### src/rtl/hc_csr_bank_if.sv
// HardCloud CCI-P MMIO channel: c0 Rx write/read strobes in, c2 Tx read response out.
// Latency: none (wires only); the bank registers the response one cycle after the read.
// Backpressure: none; every strobe is accepted and every read is answered.
// Ports: mmio_wr_valid/mmio_rd_valid/mmio_addr/mmio_tid/mmio_wdata (host -> bank),
//        mmio_rsp_valid/mmio_rsp_tid/mmio_rsp_data (bank -> host).
interface hc_csr_bank_if;
    logic        mmio_wr_valid;
    logic        mmio_rd_valid;
    logic [15:0] mmio_addr;      // dword address (byte address >> 2)
    logic [8:0]  mmio_tid;
    logic [63:0] mmio_wdata;
    logic        mmio_rsp_valid;
    logic [8:0]  mmio_rsp_tid;
    logic [63:0] mmio_rsp_data;

    modport master (
        output mmio_wr_valid, mmio_rd_valid, mmio_addr, mmio_tid, mmio_wdata,
        input  mmio_rsp_valid, mmio_rsp_tid, mmio_rsp_data
    );

    modport slave (
        input  mmio_wr_valid, mmio_rd_valid, mmio_addr, mmio_tid, mmio_wdata,
        output mmio_rsp_valid, mmio_rsp_tid, mmio_rsp_data
    );
endinterface

### src/rtl/hc_csr_bank.sv
// HardCloud MMIO register bank (DSM base, NUM_BUFFERS descriptors) plus accelerator control FSM.
// Latency: writes and control commands take effect next cycle; read response registered, 1 cycle.
// Backpressure: none; back-to-back reads each answered, simultaneous rd/wr reads pre-write value.
// Ports: clk, reset (sync, active high), bus (MMIO slave), accel_done (done pulse in),
//        dsm_base, buf_addr/buf_size (packed descriptors), accel_reset, accel_start, ctrl_state.
module hc_csr_bank #(
    parameter int          NUM_BUFFERS = 2,
    parameter logic [15:0] BUF_BASE    = 16'h120,
    parameter logic [15:0] DSM_ADDR    = 16'h110,
    parameter logic [15:0] CTRL_ADDR   = 16'h118,
    parameter logic [15:0] STATUS_ADDR = 16'h100
) (
    input  logic                      clk,
    input  logic                      reset,
    hc_csr_bank_if.slave              bus,
    input  logic                      accel_done,
    output logic [63:0]               dsm_base,
    output logic [64*NUM_BUFFERS-1:0] buf_addr,
    output logic [32*NUM_BUFFERS-1:0] buf_size,
    output logic                      accel_reset,
    output logic                      accel_start,
    output logic [2:0]                ctrl_state
);

    typedef enum logic [2:0] {
        S_RST  = 3'd0,
        S_IDLE = 3'd1,
        S_RUN  = 3'd2,
        S_STOP = 3'd3,
        S_DONE = 3'd4
    } state_t;

    localparam logic [31:0] CMD_ASSERT_RST   = 32'd0;
    localparam logic [31:0] CMD_DEASSERT_RST = 32'd1;
    localparam logic [31:0] CMD_START        = 32'd3;
    localparam logic [31:0] CMD_STOP         = 32'd7;

    localparam logic [15:0] DSM_DW     = DSM_ADDR >> 2;
    localparam logic [15:0] CTRL_DW    = CTRL_ADDR >> 2;
    localparam logic [15:0] STATUS0_DW = STATUS_ADDR >> 2;
    localparam logic [15:0] STATUS8_DW = (STATUS_ADDR >> 2) + 16'd2;
    localparam logic [15:0] BUF_DW     = BUF_BASE >> 2;

    state_t      state;
    logic        done_flag;
    logic [31:0] counter;
    logic [63:0] dsm_q;
    logic [63:0] addr_q [NUM_BUFFERS];
    logic [31:0] size_q [NUM_BUFFERS];

    logic        rsp_valid_q;
    logic [8:0]  rsp_tid_q;
    logic [63:0] rsp_data_q;
    logic [63:0] rd_mux;

    logic        ctrl_wr;
    logic        cfg_wr;
    logic [31:0] cmd;

    assign ctrl_wr = bus.mmio_wr_valid && (bus.mmio_addr == CTRL_DW);
    assign cmd     = bus.mmio_wdata[31:0];
    // Buffer/DSM configuration is frozen while the accelerator is running.
    assign cfg_wr  = bus.mmio_wr_valid && (state != S_RUN);

    // Configuration registers
    always_ff @(posedge clk) begin
        if (reset) begin
            dsm_q <= '0;
            for (int i = 0; i < NUM_BUFFERS; i++) begin
                addr_q[i] <= '0;
                size_q[i] <= '0;
            end
        end else if (cfg_wr) begin
            if (bus.mmio_addr == DSM_DW) begin
                dsm_q <= bus.mmio_wdata;
            end
            // Only the addr (+0) and size (+2) dwords of implemented descriptors decode;
            // the rest of the window falls through and is dropped.
            for (int i = 0; i < NUM_BUFFERS; i++) begin
                if (bus.mmio_addr == BUF_DW + 16'(4 * i)) begin
                    addr_q[i] <= bus.mmio_wdata;
                end
                if (bus.mmio_addr == BUF_DW + 16'(4 * i + 2)) begin
                    size_q[i] <= bus.mmio_wdata[31:0];
                end
            end
        end
    end

    // Control FSM, run counter and done flag
    always_ff @(posedge clk) begin
        if (reset) begin
            state       <= S_RST;
            accel_reset <= 1'b1;
            accel_start <= 1'b0;
            done_flag   <= 1'b0;
            counter     <= '0;
        end else begin
            accel_start <= 1'b0;
            if (state == S_RUN && counter != 32'hFFFF_FFFF) begin
                counter <= counter + 32'd1;
            end

            // ASSERT_RST beats everything; accel_done beats a coincident STOP.
            if (ctrl_wr && cmd == CMD_ASSERT_RST) begin
                state       <= S_RST;
                accel_reset <= 1'b1;
            end else if (state == S_RUN && accel_done) begin
                state     <= S_DONE;
                done_flag <= 1'b1;
            end else if (ctrl_wr) begin
                case (cmd)
                    CMD_DEASSERT_RST: begin
                        if (state == S_RST) begin
                            state       <= S_IDLE;
                            accel_reset <= 1'b0;
                        end
                    end
                    CMD_START: begin
                        if (state == S_IDLE || state == S_STOP || state == S_DONE) begin
                            state       <= S_RUN;
                            accel_start <= 1'b1;
                            counter     <= '0;
                            done_flag   <= 1'b0;
                        end
                    end
                    CMD_STOP: begin
                        if (state == S_RUN) begin
                            state <= S_STOP;
                        end
                    end
                    default: ;
                endcase
            end
        end
    end

    // Read mux samples the current registers, so a same-cycle write is not visible.
    always_comb begin
        rd_mux = '0;
        if (bus.mmio_addr == STATUS0_DW) begin
            rd_mux = {59'b0, 1'b0, done_flag, state};
        end else if (bus.mmio_addr == STATUS8_DW) begin
            rd_mux = {32'b0, counter};
        end else if (bus.mmio_addr == DSM_DW) begin
            rd_mux = dsm_q;
        end else if (bus.mmio_addr == CTRL_DW) begin
            rd_mux = {61'b0, state};
        end else begin
            for (int i = 0; i < NUM_BUFFERS; i++) begin
                if (bus.mmio_addr == BUF_DW + 16'(4 * i)) begin
                    rd_mux = addr_q[i];
                end
                if (bus.mmio_addr == BUF_DW + 16'(4 * i + 2)) begin
                    rd_mux = {32'b0, size_q[i]};
                end
            end
        end
    end

    always_ff @(posedge clk) begin
        if (reset) begin
            rsp_valid_q <= 1'b0;
            rsp_tid_q   <= '0;
            rsp_data_q  <= '0;
        end else begin
            rsp_valid_q <= bus.mmio_rd_valid;
            if (bus.mmio_rd_valid) begin
                rsp_tid_q  <= bus.mmio_tid;
                rsp_data_q <= rd_mux;
            end
        end
    end

    assign bus.mmio_rsp_valid = rsp_valid_q;
    assign bus.mmio_rsp_tid   = rsp_tid_q;
    assign bus.mmio_rsp_data  = rsp_data_q;
    assign dsm_base           = dsm_q;
    assign ctrl_state         = state;

    for (genvar g = 0; g < NUM_BUFFERS; g++) begin : g_pack
        assign buf_addr[64*g +: 64] = addr_q[g];
        assign buf_size[32*g +: 32] = size_q[g];
    end

endmodule

### src/flat_wrapper.sv
// flat-port wrapper written by rule: the top's interface ports become plain ports
module hc_csr_bank_flat 
#(
    parameter int          NUM_BUFFERS = 2,
    parameter logic [15:0] BUF_BASE    = 16'h120,
    parameter logic [15:0] DSM_ADDR    = 16'h110,
    parameter logic [15:0] CTRL_ADDR   = 16'h118,
    parameter logic [15:0] STATUS_ADDR = 16'h100
)
  (clk, reset, accel_done, dsm_base, buf_addr, buf_size, accel_reset, accel_start, ctrl_state, bus_mmio_wr_valid, bus_mmio_rd_valid, bus_mmio_addr, bus_mmio_tid, bus_mmio_wdata, bus_mmio_rsp_valid, bus_mmio_rsp_tid, bus_mmio_rsp_data);
  hc_csr_bank_if bus_i ();
  input  logic clk;
  input  logic reset;
  input  logic accel_done;
  output logic [63:0] dsm_base;
  output logic [64*NUM_BUFFERS-1:0] buf_addr;
  output logic [32*NUM_BUFFERS-1:0] buf_size;
  output logic accel_reset;
  output logic accel_start;
  output logic [2:0] ctrl_state;
  input wire logic [$bits(bus_i.mmio_wr_valid)-1:0] bus_mmio_wr_valid;
  input wire logic [$bits(bus_i.mmio_rd_valid)-1:0] bus_mmio_rd_valid;
  input wire logic [$bits(bus_i.mmio_addr)-1:0] bus_mmio_addr;
  input wire logic [$bits(bus_i.mmio_tid)-1:0] bus_mmio_tid;
  input wire logic [$bits(bus_i.mmio_wdata)-1:0] bus_mmio_wdata;
  output wire logic [$bits(bus_i.mmio_rsp_valid)-1:0] bus_mmio_rsp_valid;
  output wire logic [$bits(bus_i.mmio_rsp_tid)-1:0] bus_mmio_rsp_tid;
  output wire logic [$bits(bus_i.mmio_rsp_data)-1:0] bus_mmio_rsp_data;
  assign bus_i.mmio_wr_valid = bus_mmio_wr_valid;
  assign bus_i.mmio_rd_valid = bus_mmio_rd_valid;
  assign bus_i.mmio_addr = bus_mmio_addr;
  assign bus_i.mmio_tid = bus_mmio_tid;
  assign bus_i.mmio_wdata = bus_mmio_wdata;
  assign bus_mmio_rsp_valid = bus_i.mmio_rsp_valid;
  assign bus_mmio_rsp_tid = bus_i.mmio_rsp_tid;
  assign bus_mmio_rsp_data = bus_i.mmio_rsp_data;
  hc_csr_bank #(.NUM_BUFFERS(NUM_BUFFERS), .BUF_BASE(BUF_BASE), .DSM_ADDR(DSM_ADDR), .CTRL_ADDR(CTRL_ADDR), .STATUS_ADDR(STATUS_ADDR)) u_core (.clk(clk), .reset(reset), .bus(bus_i), .accel_done(accel_done), .dsm_base(dsm_base), .buf_addr(buf_addr), .buf_size(buf_size), .accel_reset(accel_reset), .accel_start(accel_start), .ctrl_state(ctrl_state));
endmodule
### config.mk
export PLATFORM = sky130hd
export DESIGN_NAME = hc_csr_bank_flat
export DESIGN_NICKNAME = d
export VERILOG_FILES = /design/src/rtl/hc_csr_bank_if.sv /design/src/rtl/hc_csr_bank.sv /design/src/flat_wrapper.sv
export SDC_FILE = /design/constraint.sdc
export NUM_CORES = 1
export LEC_CHECK = 0
export BUFFER_PORTS_ARGS = -buffer_cell sky130_fd_sc_hd__buf_2
export CAP_MARGIN = 20
export CORE_MARGIN = 4
export CORE_UTILIZATION = 47
export DETAILED_ROUTE_END_ITERATION = 16
export GPL_TIMING_DRIVEN = 0
export PLACE_DENSITY = 0.76
export SYNTH_ARGS = -nofsm -noshare
export SYNTH_HDL_FRONTEND = slang
export SYNTH_SLANG_ARGS = --single-unit
### constraint.sdc
create_clock -name clk -period 4 [get_ports clk]
set_input_delay 0.4 -clock clk [delete_from_list [all_inputs] [get_ports clk]]
set_output_delay 0.4 -clock clk [all_outputs]
set_load 0.02 [all_outputs]
==> results of run 1 <==
kinds of logic after synthesis:
logic type / after synthesis / synth area share, %
AO/OA/AOI/OAI: 307 / 11.7
XOR/XNOR: 32 / 1.83
multiplexers: 55 / 3.69
adder cells (fa/ha/maj): 1 / 0.0815
buffers and inverters: 125 / 3.29
AND/OR/NAND/NOR: 593 / 18.9
flip-flops: 368 / 60.5
layout by cell type (no fill, tap or decap), types with 4 or more instances in the layout:
| master | count |
|---|---|
| a21oi_1 | 132 |
| a221oi_1 | 13 |
| a22oi_1 | 36 |
| and2_1 | 100 |
| and4_1 | 6 |
| buf_1 | 9 |
| buf_2 | 429 |
| clkbuf_1 | 93 |
| clkbuf_16 | 43 |
| clkbuf_8 | 6 |
| clkinv_2 | 7 |
| dfxtp_1 | 176 |
| edfxtp_1 | 192 |
| inv_1 | 22 |
| mux2_2 | 13 |
| mux2i_1 | 42 |
| nand2_1 | 228 |
| nand3_1 | 40 |
| nand4_1 | 13 |
| nand4b_1 | 4 |
| nor2_1 | 125 |
| nor2b_1 | 6 |
| nor3_1 | 11 |
| nor3b_1 | 6 |
| nor4_1 | 15 |
| nor4b_1 | 5 |
| o211ai_1 | 6 |
| o21ai_0 | 67 |
| o22ai_1 | 34 |
| or4_1 | 7 |
| xnor2_1 | 16 |
| xor2_1 | 16 |
worst max-delay path: stages:
cell	delay, ps
buf_2	120
or4b_1	590
clkbuf_1	310
or4_1	560
clkbuf_1	180
clkbuf_1	350
clkbuf_1	460
o21bai_4	730
buf_16	250
sequential cells by signal (all words and copies together), names as in the netlist:
name                       count
u_core.addr_q                128
u_core.counter                32
u_core.accel_reset             1
u_core.bus.mmio_rsp_tid        9
u_core.size_q                 64
u_core.accel_start             1
u_core.ctrl_state              3
u_core.dsm_base               64
u_core.done_flag               1
u_core.bus.mmio_rsp_valid      1
u_core.bus.mmio_rsp_data      64
cell type report:
cell class | count | area (um2)
Sequential cell | 368 | 9290
Multi-Input combinational cell | 988 | 5590
Tap cell | 435 | 544
Buffer | 103 | 423
Fill cell | 2771 | 12400
Timing Repair Buffer | 430 | 2230
Clock buffer | 58 | 1190
Antenna cell | 3 | 7.51
Inverter | 22 | 82.6
Clock inverter | 14 | 104
metrics by stage:
step | instances | hold WS [ps] | setup WS (ps) | util, %
after floorplan | 1481 | 461 | 482 | -
after global placement | 2340 | 431 | -997 | 56.5
after detailed placement | 2344 | 437 | -167 | 56.9
after CTS | 2416 | 108 | 364 | 60.9
after global routing | 2421 | 126 | 213 | 61.0
final | 2421 | 120 | 255 | 61.0
cells in the mapped netlist, types with 11 or more instances:
master / count / area, um2
edfxtp_1: 192 / 5770
xnor2_1: 16 / 140
a22oi_1: 36 / 270
a221oi_1: 13 / 114
nand2_1: 228 / 856
nor2_1: 125 / 469
mux2i_1: 42 / 420
dfxtp_1: 176 / 3520
inv_1: 22 / 82.6
o21ai_0: 67 / 335
xor2_1: 16 / 140
nand4_1: 13 / 81.3
a21oi_1: 132 / 661
o22ai_1: 34 / 213
nor4_1: 15 / 93.8
mux2_2: 13 / 146
nor3_1: 11 / 55.1
clkbuf_1: 84 / 315
and2_1: 100 / 626
nand3_1: 40 / 200
worst max path at each step:
stage	startpoint	to	slack, ps	cells past startpoint
after floorplan	bus_mmio_addr[15]	u_core.size_q[0][32]$_DFFE_PP_	480	7
after global placement	bus_mmio_addr[4]	u_core.size_q[0][34]$_DFFE_PP_	-1000	8
after detailed placement	bus_mmio_addr[15]	u_core.size_q[0][58]$_DFFE_PP_	-170	9
after CTS	bus_mmio_addr[15]	u_core.size_q[0][51]$_DFFE_PP_	360	9
after global routing	bus_mmio_addr[4]	u_core.size_q[0][54]$_DFFE_PP_	210	9
final	bus_mmio_addr[4]	u_core.size_q[0][52]$_DFFE_PP_	250	9
power by group through the flow:
stage          Clock (mW)  Sequential, mW  Combinational, mW
3_5_place_dp            0            4.13              0.455
3_3_place_gp            0            4.14              0.440
6_report             3.64            4.05              0.462
4_1_cts              3.66            4.05              0.457
5_1_grt              3.81            4.06              0.485
2_1_floorplan           0            4.20              0.152
per-layer routing:
metal,share of wire (%),wire length (um),vias to the layer above
met4,4.0,2240,0
li1,-,-,6241
met2,49,27300,789
met3,9.8,5470,138
met1,37,20900,6726
met5,0,0,-
==> run summary, run 1 <==
STA
--------------------------------------------------------------------------------------------------------
Max-slew violations                                                                                    0
Setup tns final                                                                                     0 ps
Final worst path period share                                                                      93.6%
Count of endpoints failing hold in the final timing report                                             0
Tightest Pin Transition                                                                           939 ps
Worst clock skew on the final layout                                                             12.1 ps
F_max                                                                                            267 MHz
Number of setup violations in the final report                                                         0
Slew headroom                                                                                      37.1%
Post-layout minimum cycle time                                                                   3750 ps
RSZ-0062 raised after global routing                                                               false

PWR
--------------------------------------------------------------------------------------------------------
Part of the power in registers                                                                     49.7%
IR Drop Worst-Case VDD                                                                            354 uV
Comb power frac                                                                                     5.7%
Clk pwr share                                                                                      44.6%
Switching power                                                                                  1.86 mW
Total power consumption of the routed design                                                     8.16 mW
Power density normalized to cell area                                                         419 mW/mm2
Leakage Power                                                                                    7.99 nW
Internal power consumption                                                                       6.29 mW
Net switching fraction of the power                                                                22.8%

CRITICAL PATH
--------------------------------------------------------------------------------------------------------
Arrival @ worst endpoint                                                                         3970 ps
Setup crit start kind                                                                          input pin
Category of the worst setup path capture point                                                 flip-flop
Start of the worst register-to-register path                                                u_core.ctrl_state[2]$_SDFFE_PP0P_
Reg2Reg Capture Point                                                                       u_core.addr_q[0][95]$_DFFE_PP_
Critical Setup Path Class                                                                      in -> reg
Depth of the worst register-to-register path                                                           7
Crit path max fanout                                                                                  17
Worst endpoint required time                                                                     4220 ps
Reg-to-reg setup timing slack                                                                     820 ps

SYNTHESIS
--------------------------------------------------------------------------------------------------------
Mean instance size in the synthesized netlist                                                   10.4 um2
Sequential fraction of the synthesis area                                                          60.5%
Post-synthesis cell type count                                                                        62
Number of register bits inferred by synthesis                                                        368
Number of flops mapped to enable cells by yosys                                                      192
Synthesized area                                                                              0.0154 mm2
Net count of the mapped netlist                                                                     1576
Count of yosys warnings during synthesis                                                               0
Commonest register cell after synthesis                                                         edfxtp_1
Cell count after synthesis                                                                          1481
Share of async-settable or async-resettable flops after synthesis                                     0%

GRT
--------------------------------------------------------------------------------------------------------
Highest-utilization routing layer at the global route stage                                         met2
Maximum number of pins on one net before global-route repair                                          41
Total routing resource utilization after global routing                                            29.8%
Remaining global-route overflow                                                                        0
Met3 demand-to-capacity share in global routing                                                    7.45%
Via count of the first global-routing pass                                                         13900
Initial antenna violation count                                                                        3
Wire length of the first global-routing pass                                                    82200 um
Fraction of met2 tracks used by global routing                                                     51.5%
Met1 Use GR                                                                                        35.9%

HOLD PATH
--------------------------------------------------------------------------------------------------------
Hold_sp                                                                                     bus_mmio_tid[3]
Worst Hold Path Cells                                                                                  3
Endpoint with the worst hold slack                                                          u_core.bus.mmio_rsp_tid[3]$_SDFFE_PP0P_
Hold Path Class                                                                                in -> reg

DRT
--------------------------------------------------------------------------------------------------------
Drt initial violations                                                                              1251
Post-route DRC                                                                                         0
Routed wire length                                                                              55800 um
First-pass detailed-route iteration total                                                              6
Drt via density                                                                                     5.74
Overall via count from detail_route                                                                13900
Routed wirelength normalized by instance count                                                   23.1 um
Post-route antenna net violation count                                                                 0

DIE
--------------------------------------------------------------------------------------------------------
Std-Cell Core Area                                                                            0.0319 mm2
Total die area                                                                                0.0356 mm2
Y dimension of the die                                                                            189 um
Initial standard-cell utilization of the core                                                      48.2%
IO Count                                                                                             429
Site Rows                                                                                             65
Width of the chip                                                                                 189 um

CLOCK NETWORK
--------------------------------------------------------------------------------------------------------
# Post-CTS Setup Buffers                                                                               0
CTS root buf                                                                                   clkbuf_16
Clock tree from TritonCTS                                                                           done
Number of buffers inserted during clock tree synthesis                                                40
Post-CTS clock slew at the launch and capture registers of the worst setup and hold paths          60 ps
Buffer levels on the longest clock path                                                                3
Post-CTS Hold Buffers                                                                                  0
Latest clock arrival within the worst-skew pair                                                   530 ps
Count of instances resized after the clock tree is built                                               0
Total clock sinks                                                                                    368
CTS H-tree depth                                                                                       2

LAYOUT
--------------------------------------------------------------------------------------------------------
Fraction of layout instances using a drive strength above 1                                        26.9%
Post-route cell area                                                                          0.0195 mm2
Area growth, synth to finish                                                                       26.8%
Total number of nets in the final design                                                            2048

JOB
--------------------------------------------------------------------------------------------------------
Max-cap violations                                                                                     0

PLACED DESIGN
--------------------------------------------------------------------------------------------------------
Port Buffers                                                                                         424
Detailed Place HPWL                                                                             41000 um
Instance area after placement                                                                 0.0181 mm2
Global placement routability congestion                                                            0.936

STATUS
--------------------------------------------------------------------------------------------------------
Result of the run                                                                           complete, no violations

Power figures use the tool's default switching activity.
==> run 2: changes to the inputs <==
--- a/config.mk
+++ b/config.mk
@@ -5,13 +5,14 @@
 export SDC_FILE = /design/constraint.sdc
 export NUM_CORES = 1
 export LEC_CHECK = 0
+export ABC_AREA = 1
 export BUFFER_PORTS_ARGS = -buffer_cell sky130_fd_sc_hd__buf_2
 export CAP_MARGIN = 20
 export CORE_MARGIN = 4
-export CORE_UTILIZATION = 47
+export CORE_UTILIZATION = 48
 export DETAILED_ROUTE_END_ITERATION = 16
 export GPL_TIMING_DRIVEN = 0
-export PLACE_DENSITY = 0.76
+export PLACE_DENSITY = 0.77
 export SYNTH_ARGS = -nofsm -noshare
 export SYNTH_HDL_FRONTEND = slang
 export SYNTH_SLANG_ARGS = --single-unit
==> run 2 against run 1 <==
Net effect: combinational power is 1% higher; critical path type unchanged; final area up 4.5%; worst setup slack improved by 1000 ps.
==> run summary, run 2 <==
CRITICAL PATH
--------------------------------------------------------------------------------------------------------
Critical Setup Path Class                                                                      in -> reg
Crit path max fanout                                                                                  17
Reg2Reg Capture Point                                                                       u_core.addr_q[0][76]$_DFFE_PP_
Standard cell with the maximum stage delay on the critical path                                  o21ai_4
Category of the worst setup path capture point                                                 flip-flop
Setup crit start kind                                                                          input pin
Depth of the worst register-to-register path                                                           8
Reg-to-reg setup timing slack                                                                    1360 ps
Category of cells accounting for the largest share of critical-path delay                   buffers and inverters
CP Cell Sequence                                                                            buf_2 -> nor2_1 -> nand2_2 -> inv_2 -> nand3_1 -> clkbuf_1 -> o21ai_4 -> buf_16
Arrival @ worst endpoint                                                                         2940 ps
Crit-path max cell delay                                                                          760 ps
Worst endpoint required time                                                                     4220 ps
Sum of buffers and inverters on the critical path                                                      4
Start of the worst register-to-register path                                                u_core.ctrl_state[0]$_SDFFE_PP0P_

DIE
--------------------------------------------------------------------------------------------------------
Std-Cell Core Area                                                                            0.0328 mm2
IO Count                                                                                             429
Total die area                                                                                0.0365 mm2
Y dimension of the die                                                                            191 um
Site Rows                                                                                             66
Width of the chip                                                                                 191 um
Initial standard-cell utilization of the core                                                      49.1%

SYNTHESIS
--------------------------------------------------------------------------------------------------------
Top area cells in the synthesized netlist                                                   edfxtp_1 36%, dfxtp_1 22%, nand2_1 9.6%
Count of yosys warnings during synthesis                                                               0
Number of flops mapped to enable cells by yosys                                                      192
Share of async-settable or async-resettable flops after synthesis                                     0%
Net count of the mapped netlist                                                                     1932
Number of register bits inferred by synthesis                                                        368
Leading post-synthesis cells by instance count                                              413 x nand2_1, 192 x edfxtp_1, 179 x inv_1, 177 x nand3_1, 176 x dfxtp_1
Mean instance size in the synthesized netlist                                                   8.76 um2
Fraction of post-synthesis cell area in the top cell type by area                                  35.8%
Cell count after synthesis                                                                          1837
Synthesized area                                                                              0.0161 mm2
Sequential fraction of the synthesis area                                                          57.7%
Dominant cell type by area after synthesis                                                      edfxtp_1
Commonest register cell after synthesis                                                         edfxtp_1
Post-synthesis cell type count                                                                        37
Most repeated cell in the gate-level netlist after synthesis                                     nand2_1

CLOCK NETWORK
--------------------------------------------------------------------------------------------------------
CTS H-tree depth                                                                                       2
Latest clock arrival within the worst-skew pair                                                   530 ps
Clock tree from TritonCTS                                                                           done
# Post-CTS Setup Buffers                                                                               0
Post-CTS Hold Buffers                                                                                  0
Total clock sinks                                                                                    368
Number of buffers inserted during clock tree synthesis                                                40
CTS root buf                                                                                   clkbuf_16
Buffer levels on the longest clock path                                                                3
Post-CTS clock slew at the launch and capture registers of the worst setup and hold paths          60 ps
Count of instances resized after the clock tree is built                                               0

DRT
--------------------------------------------------------------------------------------------------------
Drt initial violations                                                                              1350
First-pass detailed-route iteration total                                                              7
Routed wirelength normalized by instance count                                                   22.3 um
Post-route antenna net violation count                                                                 0
Routed met2 length                                                                              28600 um
Routed wire length                                                                              62200 um
Post-route DRC                                                                                         0
Met3 routed wirelength                                                                           6690 um
Drt via density                                                                                     5.58
Max Used Layer                                                                                      met5
Overall via count from detail_route                                                                15600
Met1 routed wirelength after detailed routing                                                   24200 um

PWR
--------------------------------------------------------------------------------------------------------
IR Drop Worst-Case VDD                                                                            330 uV
Power density normalized to cell area                                                         407 mW/mm2
Leakage Power                                                                                    8.81 nW

LAYOUT
--------------------------------------------------------------------------------------------------------
Commonest cells after routing, fill and taps aside                                          464 x buf_2, 412 x nand2_1, 192 x edfxtp_1
Max reg flops                                                                                        128
Total number of nets in the final design                                                            2408
Most common library cell in the layout ignoring fill and taps                                      buf_2
Biggest register                                                                            u_core.addr_q
Area growth, synth to finish                                                                       26.4%
Final standard cell utilization of the core                                                        62.0%
Fraction of layout instances using a drive strength above 1                                        26.8%

GRT
--------------------------------------------------------------------------------------------------------
Wire length of the first global-routing pass                                                    91200 um
Total routing resource utilization after global routing                                            32.8%
Via count of the first global-routing pass                                                         15100
Maximum number of pins on one net before global-route repair                                          27
Remaining global-route overflow                                                                        0
Initial antenna violation count                                                                        8

STA
--------------------------------------------------------------------------------------------------------
Number of setup violations in the final report                                                         0
Slew headroom                                                                                      38.0%
Worst clock skew on the final layout                                                             19.4 ps
Final worst path period share                                                                      67.8%
F_max                                                                                            369 MHz
Post-layout minimum cycle time                                                                   2710 ps
RSZ-0062 raised after global routing                                                               false
Max-slew violations                                                                                    0
Count of endpoints failing hold in the final timing report                                             0
Setup tns final                                                                                     0 ps
Tightest Pin Transition                                                                           929 ps

STATUS
--------------------------------------------------------------------------------------------------------
Result of the run                                                                           complete, no violations

JOB
--------------------------------------------------------------------------------------------------------
Max-cap violations                                                                                     0

HOLD PATH
--------------------------------------------------------------------------------------------------------
Endpoint with the worst hold slack                                                          u_core.bus.mmio_rsp_tid[0]$_SDFFE_PP0P_
Worst Hold Path Cells                                                                                  3
Hold Path Class                                                                                in -> reg
Hold_sp                                                                                     bus_mmio_tid[0]

PLACED DESIGN
--------------------------------------------------------------------------------------------------------
Detailed Place HPWL                                                                             47000 um
Port Buffers                                                                                         426
Global placement routability congestion                                                            0.960

## run 2: cell types whose count changed after synthesis, sizes merged, moves of 36 or more
cell	delta
a22oi	-36
and2	-99
buf	+42
clkbuf	-39
inv	+165
mux2i	-42
nand2	+188
nand3	+139
nor2	+72
## run 2: kinds of logic after synthesis
logic type | count (synthesis) | synth area share, %
AO/OA/AOI/OAI | 272 | 9.09
buffers and inverters | 294 | 7.71
XOR/XNOR | 21 | 1.14
adder cells (fa/ha/maj) | 1 | 0.0777
flip-flops | 368 | 57.7
AND/OR/NAND/NOR | 881 | 24.3
## run 2: metrics by stage
step / power, mW / cell area, um2 / hold WS [ps] / cells / setup slack (ps)
floorplan: 4.38 / 16100 / 468 / 1837 / 61.5
global placement: 4.60 / 18800 / 450 / 2705 / -2900
detailed placement: 4.62 / 19000 / 454 / 2713 / 818
CTS: 8.30 / 20300 / 78.3 / 2785 / 1350
global route: 8.51 / 20300 / 105 / 2790 / 1160
finish: 8.29 / 20300 / 87.5 / 2791 / 1290
## run 2: power breakdown
part           switching (mW)  internal [mW]  total (mW)
Sequential             0.0495           4.04        4.08
Clock                    1.50           2.23        3.73
Combinational           0.339          0.128       0.468
## run 2: area by class of cell
class	count	area (um2)
Fill cell	2921	12400
Sequential cell	368	9290
Multi-Input combinational cell	1175	5610
Timing Repair Buffer	434	2320
Clock buffer	55	1130
Inverter	188	706
Tap cell	442	553
Buffer	106	536
Clock inverter	17	183
Antenna cell	6	15.0
## run 2: worst min-delay path: stages
cell	delay, ps
buf_2	70
nor2_1	40
nor2_1	80
## run 2: worst max-delay path by stage
stage               slack [ps]        startpoint                             end  cells after the start
finish                    1290  bus_mmio_addr[7]  u_core.size_q[0][57]$_DFFE_PP_                      8
global route              1160             reset  u_core.addr_q[0][76]$_DFFE_PP_                      7
CTS                       1350             reset  u_core.addr_q[0][76]$_DFFE_PP_                      7
detailed placement         820             reset  u_core.addr_q[0][81]$_DFFE_PP_                      7
global placement         -2900  bus_mmio_addr[7]  u_core.size_q[0][45]$_DFFE_PP_                      7
floorplan                   60  bus_mmio_addr[6]  u_core.size_q[0][32]$_DFFE_PP_                      7
## run 2: metal layers
| metal | GRT usage (%) | vias to the layer above |
|---|---|---|
| met1 | 42.9 | 7369 |
| met4 | 14.3 | 6 |
| met5 | 0 | - |
| li1 | - | 7083 |
| met3 | 7.56 | 151 |
| met2 | 52.6 | 958 |
